--- config.mk ---
export PLATFORM = sky130hd
export DESIGN_NAME = mult_sched_flat
export DESIGN_NICKNAME = d
export VERILOG_FILES = /design/src/rtl/mult_sched_if.sv /design/src/rtl/mult_sched.sv /design/src/flat_wrapper.sv
export SDC_FILE = /design/constraint.sdc
export NUM_CORES = 1
export LEC_CHECK = 0
export BUFFER_PORTS_ARGS = -buffer_cell sky130_fd_sc_hd__buf_2
export CAP_MARGIN = 5
export CORE_MARGIN = 1
export CORE_UTILIZATION = 30
export CTS_CLUSTER_SIZE = 24
export DETAILED_ROUTE_END_ITERATION = 10
export GPL_TIMING_DRIVEN = 0
export SYNTH_ARGS = -nofsm -noshare
export SYNTH_HDL_FRONTEND = slang
export SYNTH_SLANG_ARGS = --single-unit
--- constraint.sdc ---
create_clock -name clk -period 2.65 [get_ports clk]
set_input_delay 0.1325 -clock clk [delete_from_list [all_inputs] [get_ports clk]]
set_output_delay 0.1325 -clock clk [all_outputs]
set_load 0.02 [all_outputs]
--- src/rtl/mult_sched_if.sv ---
// Request/grant/result bundle between the two requesters and the shared multiplier scheduler.
// The master side is the requester pair; the slave side is mult_sched.
interface mult_sched_if #(
    parameter int W = 8
);
    logic           req0;
    logic [W-1:0]   a0;
    logic [W-1:0]   b0;
    logic           req1;
    logic [W-1:0]   a1;
    logic [W-1:0]   b1;
    logic           gnt0;
    logic           gnt1;
    logic           busy;
    logic           done;
    logic           done_id;
    logic [2*W-1:0] p;

    modport master (
        output req0, a0, b0, req1, a1, b1,
        input  gnt0, gnt1, busy, done, done_id, p
    );

    modport slave (
        input  req0, a0, b0, req1, a1, b1,
        output gnt0, gnt1, busy, done, done_id, p
    );
endinterface

--- src/rtl/mult_sched.sv ---
// Round-robin scheduler wrapped around a shift-add multiplier: one partial product per clock,
// exactly W iterations per operation, product returned tagged with the owning requester.
module mult_sched #(
    parameter int W = 8
) (
    input  logic         clk,
    input  logic         cr,
    mult_sched_if.slave  bus
);
    localparam int PW = 2 * W;
    localparam int CW = $clog2(W + 1);
    localparam logic [CW-1:0] LAST_CNT = CW'(W - 1);

    typedef enum logic {IDLE, RUN} state_t;

    state_t          state_q, state_d;
    logic [PW-1:0]   mcand_q, mcand_d;
    logic [W-1:0]    mplier_q, mplier_d;
    logic [PW-1:0]   acc_q, acc_d;
    logic [CW-1:0]   cnt_q, cnt_d;
    logic            id_q, id_d;
    logic            last_q, last_d;
    logic            gnt0_q, gnt0_d;
    logic            gnt1_q, gnt1_d;
    logic            busy_q, busy_d;
    logic            done_q, done_d;
    logic            done_id_q, done_id_d;
    logic [PW-1:0]   p_q, p_d;

    logic            pick0;
    logic            pick1;
    logic [PW-1:0]   addend;
    logic [PW-1:0]   acc_sum;

    // On a tie the requester that was not served last wins.
    assign pick0 = bus.req0 & (~bus.req1 | last_q);
    assign pick1 = bus.req1 & (~bus.req0 | ~last_q);

    genvar gi;
    generate
        for (gi = 0; gi < PW; gi++) begin : g_pp
            assign addend[gi] = mcand_q[gi] & mplier_q[0];
        end
    endgenerate

    assign acc_sum = acc_q + addend;

    always_comb begin
        state_d   = state_q;
        mcand_d   = mcand_q;
        mplier_d  = mplier_q;
        acc_d     = acc_q;
        cnt_d     = cnt_q;
        id_d      = id_q;
        last_d    = last_q;
        gnt0_d    = 1'b0;
        gnt1_d    = 1'b0;
        busy_d    = busy_q;
        done_d    = 1'b0;
        done_id_d = done_id_q;
        p_d       = p_q;
        case (state_q)
            IDLE: begin
                if (pick0 || pick1) begin
                    mcand_d  = {{W{1'b0}}, (pick0 ? bus.a0 : bus.a1)};
                    mplier_d = pick0 ? bus.b0 : bus.b1;
                    acc_d    = '0;
                    cnt_d    = '0;
                    id_d     = pick1;
                    gnt0_d   = pick0;
                    gnt1_d   = pick1;
                    busy_d   = 1'b1;
                    state_d  = RUN;
                end
            end
            RUN: begin
                acc_d    = acc_sum;
                mcand_d  = mcand_q << 1;
                mplier_d = mplier_q >> 1;
                cnt_d    = cnt_q + 1'b1;
                // The W-th iteration publishes the sum including its own add.
                if (cnt_q == LAST_CNT) begin
                    p_d       = acc_sum;
                    done_d    = 1'b1;
                    done_id_d = id_q;
                    last_d    = id_q;
                    busy_d    = 1'b0;
                    state_d   = IDLE;
                end
            end
            default: state_d = IDLE;
        endcase
    end

    always_ff @(posedge clk) begin
        if (!cr) begin
            state_q   <= IDLE;
            mcand_q   <= '0;
            mplier_q  <= '0;
            acc_q     <= '0;
            cnt_q     <= '0;
            id_q      <= 1'b0;
            last_q    <= 1'b1;
            gnt0_q    <= 1'b0;
            gnt1_q    <= 1'b0;
            busy_q    <= 1'b0;
            done_q    <= 1'b0;
            done_id_q <= 1'b0;
            p_q       <= '0;
        end else begin
            state_q   <= state_d;
            mcand_q   <= mcand_d;
            mplier_q  <= mplier_d;
            acc_q     <= acc_d;
            cnt_q     <= cnt_d;
            id_q      <= id_d;
            last_q    <= last_d;
            gnt0_q    <= gnt0_d;
            gnt1_q    <= gnt1_d;
            busy_q    <= busy_d;
            done_q    <= done_d;
            done_id_q <= done_id_d;
            p_q       <= p_d;
        end
    end

    assign bus.gnt0    = gnt0_q;
    assign bus.gnt1    = gnt1_q;
    assign bus.busy    = busy_q;
    assign bus.done    = done_q;
    assign bus.done_id = done_id_q;
    assign bus.p       = p_q;
endmodule

--- src/flat_wrapper.sv ---
// flat-port wrapper written by rule: the top's interface ports become plain ports
module mult_sched_flat 
#(
    parameter int W = 8
)
  (clk, cr, bus_req0, bus_a0, bus_b0, bus_req1, bus_a1, bus_b1, bus_gnt0, bus_gnt1, bus_busy, bus_done, bus_done_id, bus_p);
  mult_sched_if #(.W(W)) bus_i ();
  input  logic clk;
  input  logic cr;
  input wire logic [$bits(bus_i.req0)-1:0] bus_req0;
  input wire logic [$bits(bus_i.a0)-1:0] bus_a0;
  input wire logic [$bits(bus_i.b0)-1:0] bus_b0;
  input wire logic [$bits(bus_i.req1)-1:0] bus_req1;
  input wire logic [$bits(bus_i.a1)-1:0] bus_a1;
  input wire logic [$bits(bus_i.b1)-1:0] bus_b1;
  output wire logic [$bits(bus_i.gnt0)-1:0] bus_gnt0;
  output wire logic [$bits(bus_i.gnt1)-1:0] bus_gnt1;
  output wire logic [$bits(bus_i.busy)-1:0] bus_busy;
  output wire logic [$bits(bus_i.done)-1:0] bus_done;
  output wire logic [$bits(bus_i.done_id)-1:0] bus_done_id;
  output wire logic [$bits(bus_i.p)-1:0] bus_p;
  assign bus_i.req0 = bus_req0;
  assign bus_i.a0 = bus_a0;
  assign bus_i.b0 = bus_b0;
  assign bus_i.req1 = bus_req1;
  assign bus_i.a1 = bus_a1;
  assign bus_i.b1 = bus_b1;
  assign bus_gnt0 = bus_i.gnt0;
  assign bus_gnt1 = bus_i.gnt1;
  assign bus_busy = bus_i.busy;
  assign bus_done = bus_i.done;
  assign bus_done_id = bus_i.done_id;
  assign bus_p = bus_i.p;
  mult_sched #(.W(W)) u_core (.clk(clk), .cr(cr), .bus(bus_i));
endmodule
Word-level counts from Yosys, hierarchy flattened
Cells that the tools add are included.
- register bits: 68
- input port bits: 36
- output and inout bits: 21
- word-level logic and storage cells: 67
- add/subtract/negate cells: 2
- equality and inequality tests: 3
- mux-type cells: 17
- bitwise gates (word level): 26
- reduce and logical (&&, ||, !) cells: 6
- operators by type and width (cell ; count):
    one-hot mux 16 bit (2 select lines) ; 2
    two-way mux 16 bit ; 2
    two-way mux 8 bit ; 3
    bitwise AND 1 bit ; 18
    adder 16 bit ; 1
    one-hot mux 8 bit (2 select lines) ; 1
    one-hot mux 4 bit (2 select lines) ; 1
    AND reduction 2 bit ; 4
    inverter 1 bit ; 6
    two-way mux 1 bit ; 5
    adder 4 x 1 -> 4 bit (second input constant) ; 1
    equality test 4 x 3 -> 1 bit (second input constant) ; 1
    two-way mux 4 bit ; 1
    one-hot mux 1 bit (2 select lines) ; 2
    OR reduction 3 bit ; 1
    inequality test 2 x 1 -> 1 bit (second input constant) ; 1
    inequality test 2 bit (second input constant) ; 1
    bitwise OR 1 bit ; 2
    logical OR 1 bit ; 1

Depth between registers and ports, before layout
Gate-level depths: netlist of run 1.
- word-level depth: 6
- gate-level depth with buffers: 10
- mapped depth without buffers: 9

Least setup slack after synthesis of run 1
OpenSTA, ideal clock, no wires.
- path type: register to register
- from: register u_core.mplier_q[0]
- to: register u_core.acc_q[12]
- library setup time: 0.061 ns
- arrival time: 2.383 ns
- data required time: 2.589 ns
- slack: 0.206 ns
- stages on the path, launching flop included: 11
- path buffers: 1
- clock period less this slack: 2.444 ns
- cells stage by stage: dfxtp_1 clkbuf_1 and2_1 ha_1 fa_1 a21oi_1 o221ai_2 a221oi_2 o21bai_2 a211o_1 nand3_2
- word-level cells in the longest chain between the ends: 3
- elaborated cells on any way between the ends: 15
- classes of those cells: 1 x add/sub; 1 x mux; 13 x bitwise
- ends and longest elaborated chain (what ; RTL line ; text):
    from (decl) ; mult_sched.sv:18 ; logic [W-1:0] mplier_q, mplier_d;
    from (signal assigned) ; mult_sched.sv:113 ; mplier_q <= mplier_d;
    bitwise AND 1 bit ; mult_sched.sv:42 ; assign addend[gi] = mcand_q[gi] & mplier_q[0];
    adder 16 bit (*) ; mult_sched.sv:46 ; assign acc_sum = acc_q + addend;
    one-hot mux 16 bit (2 select lines) (*) ; mult_sched.sv:62 ; case (state_q)
    to (signal assigned) ; mult_sched.sv:100 ; acc_q <= '0;
    to (signal assigned) ; mult_sched.sv:114 ; acc_q <= acc_d;
    to (decl) ; mult_sched.sv:19 ; logic [PW-1:0] acc_q, acc_d;
Mark *: on every way between the ends. The rest lies on a longest branch, timed or not.
A chain may end at the register's enable or synchronous reset.

Final worst setup path of run 1
Ends and elaborated chain as after synthesis.

==> results.json, run 1 <==
{
  "period_needed_ns": 2.52,
  "total_leakage_power_nw": 1.72,
  "path_buf_inv": 1,
  "crit_slowest_cell": "fa_2",
  "critical_path.max_stage_delay_ns": 0.39,
  "max_freq_mhz": 397,
  "fin_skew_ns": 0.0116,
  "min_period_over_period": 0.952,
  "grt_util_all_layers": 0.171,
  "multi_input_area_um2": 2030,
  "ys_seq_elements": 68,
  "synth_area_per_cell_um2": 8.69,
  "drtIter0Drc": 180,
  "drv_cap": 0,
  "cts-buffers-inserted": 9,
  "cp-start-kind": "flip-flop",
  "diodes": 0,
  "place_inst": 590,
  "ctsHoldBuffers": 0,
  "antenna_found_initial": 0,
  "path_clk_slew_ns": 0.07,
  "synth.net_count": 449,
  "finalSetupViolations": 0,
  "grt_max_degree": 15,
  "ys_async_sr_fraction": 0,
  "ys_warn_count": 0,
  "seq_area_um2": 1370,
  "tightest_slew_ns": 0.841,
  "final_layout_size_suffix_gt1_frac": 0.245,
  "dieArea_um2": 11900,
  "min-delay-start": "bus_b1[7]",
  "cts_tree": "built",
  "viasPerCell": 5.14,
  "cp.required_ns": 2.93,
  "core_area_um2": 11000,
  "r2r_slack_ns": 0.13,
  "end_kind": "flip-flop",
  "gp_congestion": 0.859,
  "finalHoldViolCount": 0,
  "ant_nets": 0,
  "ys.flop_type": "dfxtp_1",
  "ys_seq_area_frac": 0.395,
  "status": "finished clean",
  "areaGrowthSynthToFinish_pct": 25.5,
  "crit_fanout": 10,
  "clock_path_buffers": 2,
  "fin_cells": 613,
  "wl_per_cell_um": 15.5,
  "port-buffer-count": 54,
  "fillers": 1111,
  "synth_area_um2": 3440,
  "ctsHtreeMaxLevel": 3,
  "whs_path_depth": 2,
  "dp_hpwl_um": 6950,
  "drc": 0,
  "overflow": 0,
  "syn_inst": 396,
  "crit_chain": "buf_4, and2_4, ha_4, fa_2, a21oi_4, o221ai_4, a221oi_4, o21bai_4, a211o_1, nand3_2",
  "slew_violations": 0,
  "powerDensity_nw_per_um2": 554,
  "ioPinCount": 57,
  "grt_pass1_vias": 3047,
  "first_pass_iters": 5,
  "reg2reg_to": "u_core.acc_q[12]$_SDFFE_PN0P_",
  "vias": 3152,
  "path_class": "reg -> reg",
  "synth.distinct_cells": 54,
  "cts.sink_count": 68,
  "synth-edff-count": 0,
  "nets": 521,
  "die_w_um": 109,
  "totalWireLength_um": 9490,
  "arrival_ns": 2.80,
  "cts-root-buf": "clkbuf_16",
  "reg2reg_depth": 10,
  "clock_latency_ns": 0.34,
  "worst_ir_drop_vdd_mv": 0.249,
  "cpLargestDelayFamily": "compound AO/OA/AOI/OAI gates",
  "grt_pass1_wl_um": 15300,
  "hold_path_end": "u_core.mplier_q[7]$_SDFFE_PN0P_",
  "initial_utilization": 0.312,
  "r2r-start": "u_core.mplier_q[0]$_SDFFE_PN0P_",
  "hold_path.class": "in -> reg",
  "relSlewSlack": 0.436,
  "tns_ns": 0,
  "std_cell_rows": 38,
  "dieHeight_um": 109
}
## Yosys cell counts (2+ instances only)
cell,n,share of area
a21oi_1,30,0.044
nor2_1,47,0.051
dfxtp_1,68,0.40
nand2_1,42,0.046
xor2_1,4,0.010
clkbuf_1,16,0.017
o21ai_0,13,0.019
nand2b_1,3,0.0055
mux2i_1,2,0.0058
nor3_1,4,0.0058
a222oi_1,14,0.041
xnor2_1,8,0.020
mux2_1,7,0.023
o211ai_1,5,0.011
inv_1,8,0.0087
mux2_2,7,0.023
a211oi_1,2,0.0044
nor3_2,2,0.0058
o21a_1,2,0.0044
a31oi_1,3,0.0055
or3_1,3,0.0055
ha_1,16,0.058
a22oi_1,17,0.037
a21o_1,5,0.011
nand3_1,8,0.012
and2_1,16,0.029
buf_2,6,0.0087
o21ai_1,5,0.0073
buf_1,3,0.0033
nand4_1,5,0.0091
a21oi_2,2,0.0051
## sequential cells by signal, summed over array words and instances, names as in the netlist, 4 cells and up
signal	count
u_core.cnt_q	4
u_core.acc_q	16
u_core.mcand_q	16
u_core.bus.p	16
u_core.mplier_q	8
## stage by stage
stage	total power, mW	hold WS [ns]	util	worst slack [ns]	area (um2)
6_report	2.39	0.0860	0.392	0.128	4320
5_1_grt	2.49	0.0699	0.392	-0.0114	4320
4_1_cts	2.41	0.0733	0.382	0.0185	4220
3_5_place_dp	1.27	0.434	0.352	-0.305	3890
3_3_place_gp	1.26	0.429	0.352	-0.243	3890
2_1_floorplan	1.20	0.258	-	0.206	3440
## how the worst max path moves through the flow
stage                                          from  slack, ns                            end  cells past startpoint
finish              u_core.mplier_q[0]$_SDFFE_PN0P_       0.13  u_core.acc_q[12]$_SDFFE_PN0P_                     10
global route        u_core.mplier_q[0]$_SDFFE_PN0P_      -0.01  u_core.bus.p[12]$_SDFFE_PN0P_                     10
CTS                 u_core.mplier_q[0]$_SDFFE_PN0P_       0.02  u_core.acc_q[12]$_SDFFE_PN0P_                     10
detailed placement  u_core.mplier_q[0]$_SDFFE_PN0P_      -0.30  u_core.acc_q[12]$_SDFFE_PN0P_                     10
global placement    u_core.mplier_q[0]$_SDFFE_PN0P_      -0.24  u_core.bus.p[10]$_SDFFE_PN0P_                     10
floorplan           u_core.mplier_q[0]$_SDFFE_PN0P_       0.21  u_core.acc_q[12]$_SDFFE_PN0P_                     10
## layout make-up
cell class / instances / area share
Tap cell: 140 / 0.0405
Sequential cell: 68 / 0.316
Buffer: 26 / 0.0261
Multi-Input combinational cell: 293 / 0.469
Clock inverter: 7 / 0.0133
Timing Repair Buffer: 61 / 0.0747
Inverter: 9 / 0.00782
Clock buffer: 9 / 0.0521
## timing repair
action | CTS | global route
endpoints found under the hold margin | 0 | 0
gates cloned | 0 | 0
setup endpoints to repair | 13 | 11
pin swaps | 3 | 5
setup buffers | 3 | 4
resized for setup | 7 | 11
## kinds of logic (layout without fill, tap and decap cells)
family	Yosys count	after routing	share of synthesized area
and+or+nand+nor	134	134	0.178
buffers and inverters	35	112	0.0414
adders and majority gates	17	17	0.0640
AOI/OAI and AO/OA	114	114	0.239
muxes	16	16	0.0516
DFF	68	68	0.395
xor gates and xnor gates	12	12	0.0305
## power breakdown
part / internal, mW / switching [mW] / leakage [nW]
Combinational: 0.0787 / 0.110 / 1.04
Clock: 0.644 / 0.495 / 0.129
Sequential: 1.05 / 0.0185 / 0.553
## placed cells by master, fill, tap and decap left out, types with 5 or more instances in the layout
| master | instances |
|---|---|
| buf_2 | 60 |
| a21o_1 | 5 |
| nand3_1 | 8 |
| xnor2_1 | 7 |
| dfxtp_1 | 67 |
| mux2_1 | 7 |
| o21ai_0 | 13 |
| nor2_1 | 47 |
| a22oi_1 | 17 |
| a222oi_1 | 14 |
| clkbuf_16 | 9 |
| buf_4 | 9 |
| nand4_1 | 5 |
| mux2_2 | 7 |
| inv_1 | 8 |
| nand2_1 | 42 |
| o211ai_1 | 5 |
| o21ai_1 | 5 |
| a21oi_1 | 28 |
| and2_1 | 15 |
| clkbuf_1 | 15 |
| ha_1 | 15 |
## layer usage
metal  routed length, um  part of all wire  vias to the layer above  GRT usage
li1                    -                 -                     1580          -
met2                4230              0.45                       95      0.268
met5                   0                 0                        -          0
met3                 511             0.054                       11     0.0478
met1                4630              0.49                     1466      0.225
met4                 120             0.013                        0     0.0541
Note: power is estimated with default switching activity, not from simulation.
==> run 2: changes to the inputs <==
--- a/config.mk
+++ b/config.mk
@@ -12,6 +12,7 @@
 export CTS_CLUSTER_SIZE = 24
 export DETAILED_ROUTE_END_ITERATION = 10
 export GPL_TIMING_DRIVEN = 0
+export SETUP_SLACK_MARGIN = 0.2
 export SYNTH_ARGS = -nofsm -noshare
 export SYNTH_HDL_FRONTEND = slang
 export SYNTH_SLANG_ARGS = --single-unit
==> results.json, run 2 (synthesis results as in run 1) <==
{
  "core_area_um2": 11000,
  "powerDensity_nw_per_um2": 550,
  "drc": 0,
  "ioPinCount": 57,
  "reg2reg_to": "u_core.acc_q[12]$_SDFFE_PN0P_",
  "ctsHtreeMaxLevel": 3,
  "port-buffer-count": 54,
  "relSlewSlack": 0.487,
  "path_class": "reg -> reg",
  "critical_path.startpoint": "u_core.mplier_q[0]$_SDFFE_PN0P_",
  "max_freq_mhz": 406,
  "fin_skew_ns": 0.0116,
  "final_layout_size_suffix_gt1_frac": 0.257,
  "std_cell_rows": 38,
  "cp-start-kind": "flip-flop",
  "slew_violations": 0,
  "ctsHoldBuffers": 0,
  "cts.sink_count": 68,
  "crit_slowest_cell": "dfxtp_4",
  "tightest_slew_ns": 0.766,
  "grt_pass1_wl_um": 15500,
  "tns_ns": 0,
  "diodes": 0,
  "finalSetupViolations": 0,
  "worst_ir_drop_vdd_mv": 0.251,
  "crit_chain": "buf_8, and2_4, ha_4, fa_2, a21oi_4, o221ai_4, a221oi_4, o21bai_4, a211o_1, nand3_2",
  "status": "finished clean",
  "gp_congestion": 0.859,
  "cts-buffers-inserted": 9,
  "path_clk_slew_ns": 0.07,
  "overflow": 0,
  "drtIter0Drc": 180,
  "r2r_slack_ns": 0.19,
  "critical_path.max_stage_delay_ns": 0.37,
  "finalHoldViolCount": 0,
  "period_needed_ns": 2.46,
  "arrival_ns": 2.75,
  "final_common_cell": "dfxtp_1",
  "r2r-start": "u_core.mplier_q[0]$_SDFFE_PN0P_",
  "ant_nets": 0,
  "antenna_found_initial": 0,
  "critPathCapture": "u_core.acc_q[12]$_SDFFE_PN0P_",
  "areaGrowthSynthToFinish_pct": 26.7,
  "dp_hpwl_um": 6950,
  "dieArea_um2": 11900,
  "min_period_over_period": 0.929,
  "power_mw": 2.40,
  "grt_max_degree": 15,
  "wl_per_cell_um": 15.5,
  "fillers": 1107,
  "clock_latency_ns": 0.34,
  "vias": 3161,
  "totalWireLength_um": 9560,
  "grt_util_all_layers": 0.173,
  "multi_input_area_um2": 2050,
  "rsz0062_at_grt": "yes",
  "cts_tree": "built",
  "nets": 523,
  "seq_area_um2": 1370,
  "viasPerCell": 5.14,
  "dieHeight_um": 109,
  "first_pass_iters": 6,
  "total_leakage_power_nw": 1.73,
  "drv_cap": 0,
  "layout_common_cells": "67 x dfxtp_1, 60 x buf_2, 47 x nor2_1",
  "cts-root-buf": "clkbuf_16",
  "die_w_um": 109,
  "clock_path_buffers": 2,
  "crit_fanout": 9,
  "grt_pass1_vias": 3084,
  "reg2reg_depth": 10,
  "initial_utilization": 0.312,
  "hold_path.class": "in -> reg",
  "end_kind": "flip-flop",
  "cp.required_ns": 2.93
}
[run 2: changes by cell type in the layout (fill, tap and decap cells not counted), sizes merged]
cell	before	now
buf	72	74
[run 2: metrics by stage]
| stage | setup slack, ns | instances | util | hold WS, ns | instance area [um2] |
|---|---|---|---|---|---|
| 5_1_grt | 0.0525 | 615 | 0.395 | 0.0699 | 4360 |
| 3_5_place_dp | -0.305 | 590 | 0.352 | 0.434 | 3890 |
| 4_1_cts | 0.192 | 612 | 0.390 | 0.0733 | 4300 |
| 6_report | 0.188 | 615 | 0.395 | 0.0800 | 4360 |
| 3_3_place_gp | -0.243 | 590 | 0.352 | 0.429 | 3890 |
| 2_1_floorplan | 0.206 | 396 | - | 0.258 | 3440 |
[run 2: area by class of cell]
type | instances | share of cell area
sequential | 68 | 0.313
inverter | 9 | 0.00775
clock buffer | 9 | 0.0516
clock inverter | 7 | 0.0132
tap | 140 | 0.0402
timing repair buffer | 63 | 0.0775
buffer | 26 | 0.0275
multi-input combinational | 293 | 0.469
[run 2: how the worst min path moves through the flow]
stage,depth (start not counted),to,slack (ns),from
floorplan,2,u_core.bus.done$_SDFF_PN0_,0.26,cr
global placement,2,u_core.mplier_q[7]$_SDFFE_PN0P_,0.43,bus_b1[7]
detailed placement,2,u_core.mplier_q[7]$_SDFFE_PN0P_,0.43,bus_b1[7]
CTS,2,u_core.mplier_q[7]$_SDFFE_PN0P_,0.07,bus_b1[7]
global route,2,u_core.mplier_q[7]$_SDFFE_PN0P_,0.07,bus_b1[7]
finish,2,u_core.mplier_q[7]$_SDFFE_PN0P_,0.08,bus_b1[7]
[run 2: power breakdown]
group,internal (mW),switching [mW]
Combinational,0.0816,0.109
Sequential,1.05,0.0188
Clock,0.644,0.496
[run 2: critical path, delay by kind of cell, from the launching register on]
| family | cells | cell delay (ns) |
|---|---|---|
| AO/OA/AOI/OAI | 5 | 1.14 |
| adder cells (fa/ha/maj) | 2 | 0.54 |
| flip-flops | 1 | 0.37 |
| AND/OR/NAND/NOR | 2 | 0.23 |
| buffers and inverters | 1 | 0.13 |
[run 2: what timing repair did]
action                                  4_1_cts  5_1_grt
pin swaps                                     7        9
setup buffers                                 6        3
gates resized for setup                      17        8
cloned                                        0        0
endpoints found under the setup margin       21       13
endpoints found under the hold margin         0        0
[run 2: routing by layer]
layer	global-route usage	vias to the layer above	wire length [um]
met1	0.225	1470	4610
met2	0.275	87	4200
li1	-	1587	-
met4	0.0550	0	187
met3	0.0484	17	566
met5	0	-	0
==> run 3: changes to the inputs <==
--- a/config.mk
+++ b/config.mk
@@ -7,6 +7,7 @@
 export LEC_CHECK = 0
 export BUFFER_PORTS_ARGS = -buffer_cell sky130_fd_sc_hd__buf_2
 export CAP_MARGIN = 5
+export CORE_ASPECT_RATIO = 0.7
 export CORE_MARGIN = 1
 export CORE_UTILIZATION = 30
 export CTS_CLUSTER_SIZE = 24
==> results.json, run 3 (synthesis results as in run 1) <==
{
  "hold_path.class": "in -> reg",
  "grt_util_all_layers": 0.163,
  "drv_cap": 0,
  "nets": 522,
  "core_area_um2": 11100,
  "port-buffer-count": 54,
  "path_class": "reg -> reg",
  "clock_path_buffers": 2,
  "drc": 0,
  "tightest_slew_ns": 0.810,
  "cts.sink_count": 68,
  "ioPinCount": 57,
  "grt_pass1_vias": 2948,
  "antenna_found_initial": 0,
  "cp.required_ns": 2.92,
  "crit_fanout": 5,
  "diodes": 0,
  "r2r-start": "u_core.mplier_q[0]$_SDFFE_PN0P_",
  "total_leakage_power_nw": 1.77,
  "end_kind": "flip-flop",
  "cts-root-buf": "clkbuf_16",
  "viasPerCell": 5.20,
  "hold_path_end": "u_core.mplier_q[7]$_SDFFE_PN0P_",
  "finalSetupViolations": 0,
  "powerDensity_nw_per_um2": 580,
  "whs_path_depth": 2,
  "dieArea_um2": 11900,
  "min_period_over_period": 0.913,
  "tns_ns": 0,
  "dieHeight_um": 91.6,
  "rsz0062_at_grt": "yes",
  "grt_max_degree": 13,
  "vias": 3260,
  "reg2reg_to": "u_core.acc_q[12]$_SDFFE_PN0P_",
  "cts_tree": "built",
  "worst_ir_drop_vdd_mv": 0.357,
  "power_mw": 2.55,
  "period_needed_ns": 2.42,
  "status": "finished clean",
  "r2r_slack_ns": 0.23,
  "finalHoldViolCount": 0,
  "grt_pass1_wl_um": 14800,
  "final_common_cell": "dfxtp_1",
  "final_util": 0.396,
  "min-delay-start": "bus_b1[7]",
  "final_layout_size_suffix_gt1_frac": 0.249,
  "ant_nets": 0,
  "fin_skew_ns": 0.00613,
  "dp_hpwl_um": 7080,
  "cts-buffers-inserted": 9,
  "relSlewSlack": 0.457,
  "ctsHoldBuffers": 0,
  "path_clk_slew_ns": 0.06,
  "drtIter0Drc": 294,
  "reg2reg_depth": 10,
  "die_w_um": 130,
  "layout_common_cells": "67 x dfxtp_1, 60 x buf_2, 47 x nor2_1",
  "ctsHtreeMaxLevel": 3,
  "cp-start-kind": "flip-flop",
  "slew_violations": 0,
  "areaGrowthSynthToFinish_pct": 27.6,
  "arrival_ns": 2.69,
  "first_pass_iters": 8,
  "initial_utilization": 0.310,
  "max_freq_mhz": 413,
  "overflow": 0,
  "wl_per_cell_um": 15.3,
  "gp_congestion": 0.894,
  "fillers": 1138,
  "totalWireLength_um": 9610,
  "std_cell_rows": 32,
  "clock_latency_ns": 0.33
}
## run 3: what timing repair did
| item | in CTS | in global routing |
|---|---|---|
| setup endpoints to repair | 18 | 15 |
| buffers inserted | 4 | 3 |
| gates cloned | 0 | 1 |
| pin swaps | 7 | 7 |
| resized for setup | 11 | 8 |
## run 3: how the worst max path moves through the flow
stage,start,end,slack (ns)
after floorplan,u_core.mplier_q[0]$_SDFFE_PN0P_,u_core.acc_q[12]$_SDFFE_PN0P_,0.21
after global placement,u_core.mplier_q[0]$_SDFFE_PN0P_,u_core.bus.p[10]$_SDFFE_PN0P_,-0.37
after detailed placement,u_core.mplier_q[0]$_SDFFE_PN0P_,u_core.bus.p[10]$_SDFFE_PN0P_,-0.38
after CTS,u_core.mplier_q[0]$_SDFFE_PN0P_,u_core.bus.p[10]$_SDFFE_PN0P_,0.19
after global routing,u_core.mplier_q[0]$_SDFFE_PN0P_,u_core.bus.p[12]$_SDFFE_PN0P_,0.13
final,u_core.mplier_q[0]$_SDFFE_PN0P_,u_core.acc_q[12]$_SDFFE_PN0P_,0.23
## run 3: final cells by class
cell class	instances	area, um2	area share
Multi-Input combinational cell	293	2010	0.457
Sequential cell	68	1370	0.311
Timing Repair Buffer	62	348	0.0792
Clock buffer	10	239	0.0544
Tap cell	153	191	0.0436
Buffer	26	120	0.0274
Clock inverter	6	86.3	0.0197
Inverter	9	33.8	0.00769
## run 3: per-stage QoR
step	hold slack (ns)	setup slack, ns	area (um2)	std cells
final	0.0877	0.230	4390	627
after global routing	0.0782	0.132	4390	627
after CTS	0.0816	0.194	4310	623
after detailed placement	0.426	-0.384	3900	603
after global placement	0.416	-0.368	3900	603
after floorplan	0.258	0.206	3440	396
## run 3: metal layers
metal | track usage | vias to the layer above | part of all wire
met5 | 0 | - | 0
met4 | 0.0475 | 0 | 0.013
met3 | 0.0397 | 12 | 0.061
met2 | 0.245 | 97 | 0.44
met1 | 0.227 | 1567 | 0.48
li1 | - | 1584 | -
## run 3: power by group
part / switching, mW / internal [mW] / leakage, nW
Combinational: 0.110 / 0.0834 / 1.06
Clock: 0.440 / 0.848 / 0.159
Sequential: 0.0175 / 1.05 / 0.553
Total: 0.568 / 1.98 / 1.77
## run 3: critical path: stages (launching register included)
cell and delay [ns]:
dfxtp_4 0.37, buf_8 0.13, and2_4 0.15, ha_4 0.15, fa_2 0.37, a21oi_4 0.20
o221ai_4 0.17, a221oi_2 0.31, o21bai_2 0.15, a211o_1 0.29, nand3_2 0.07
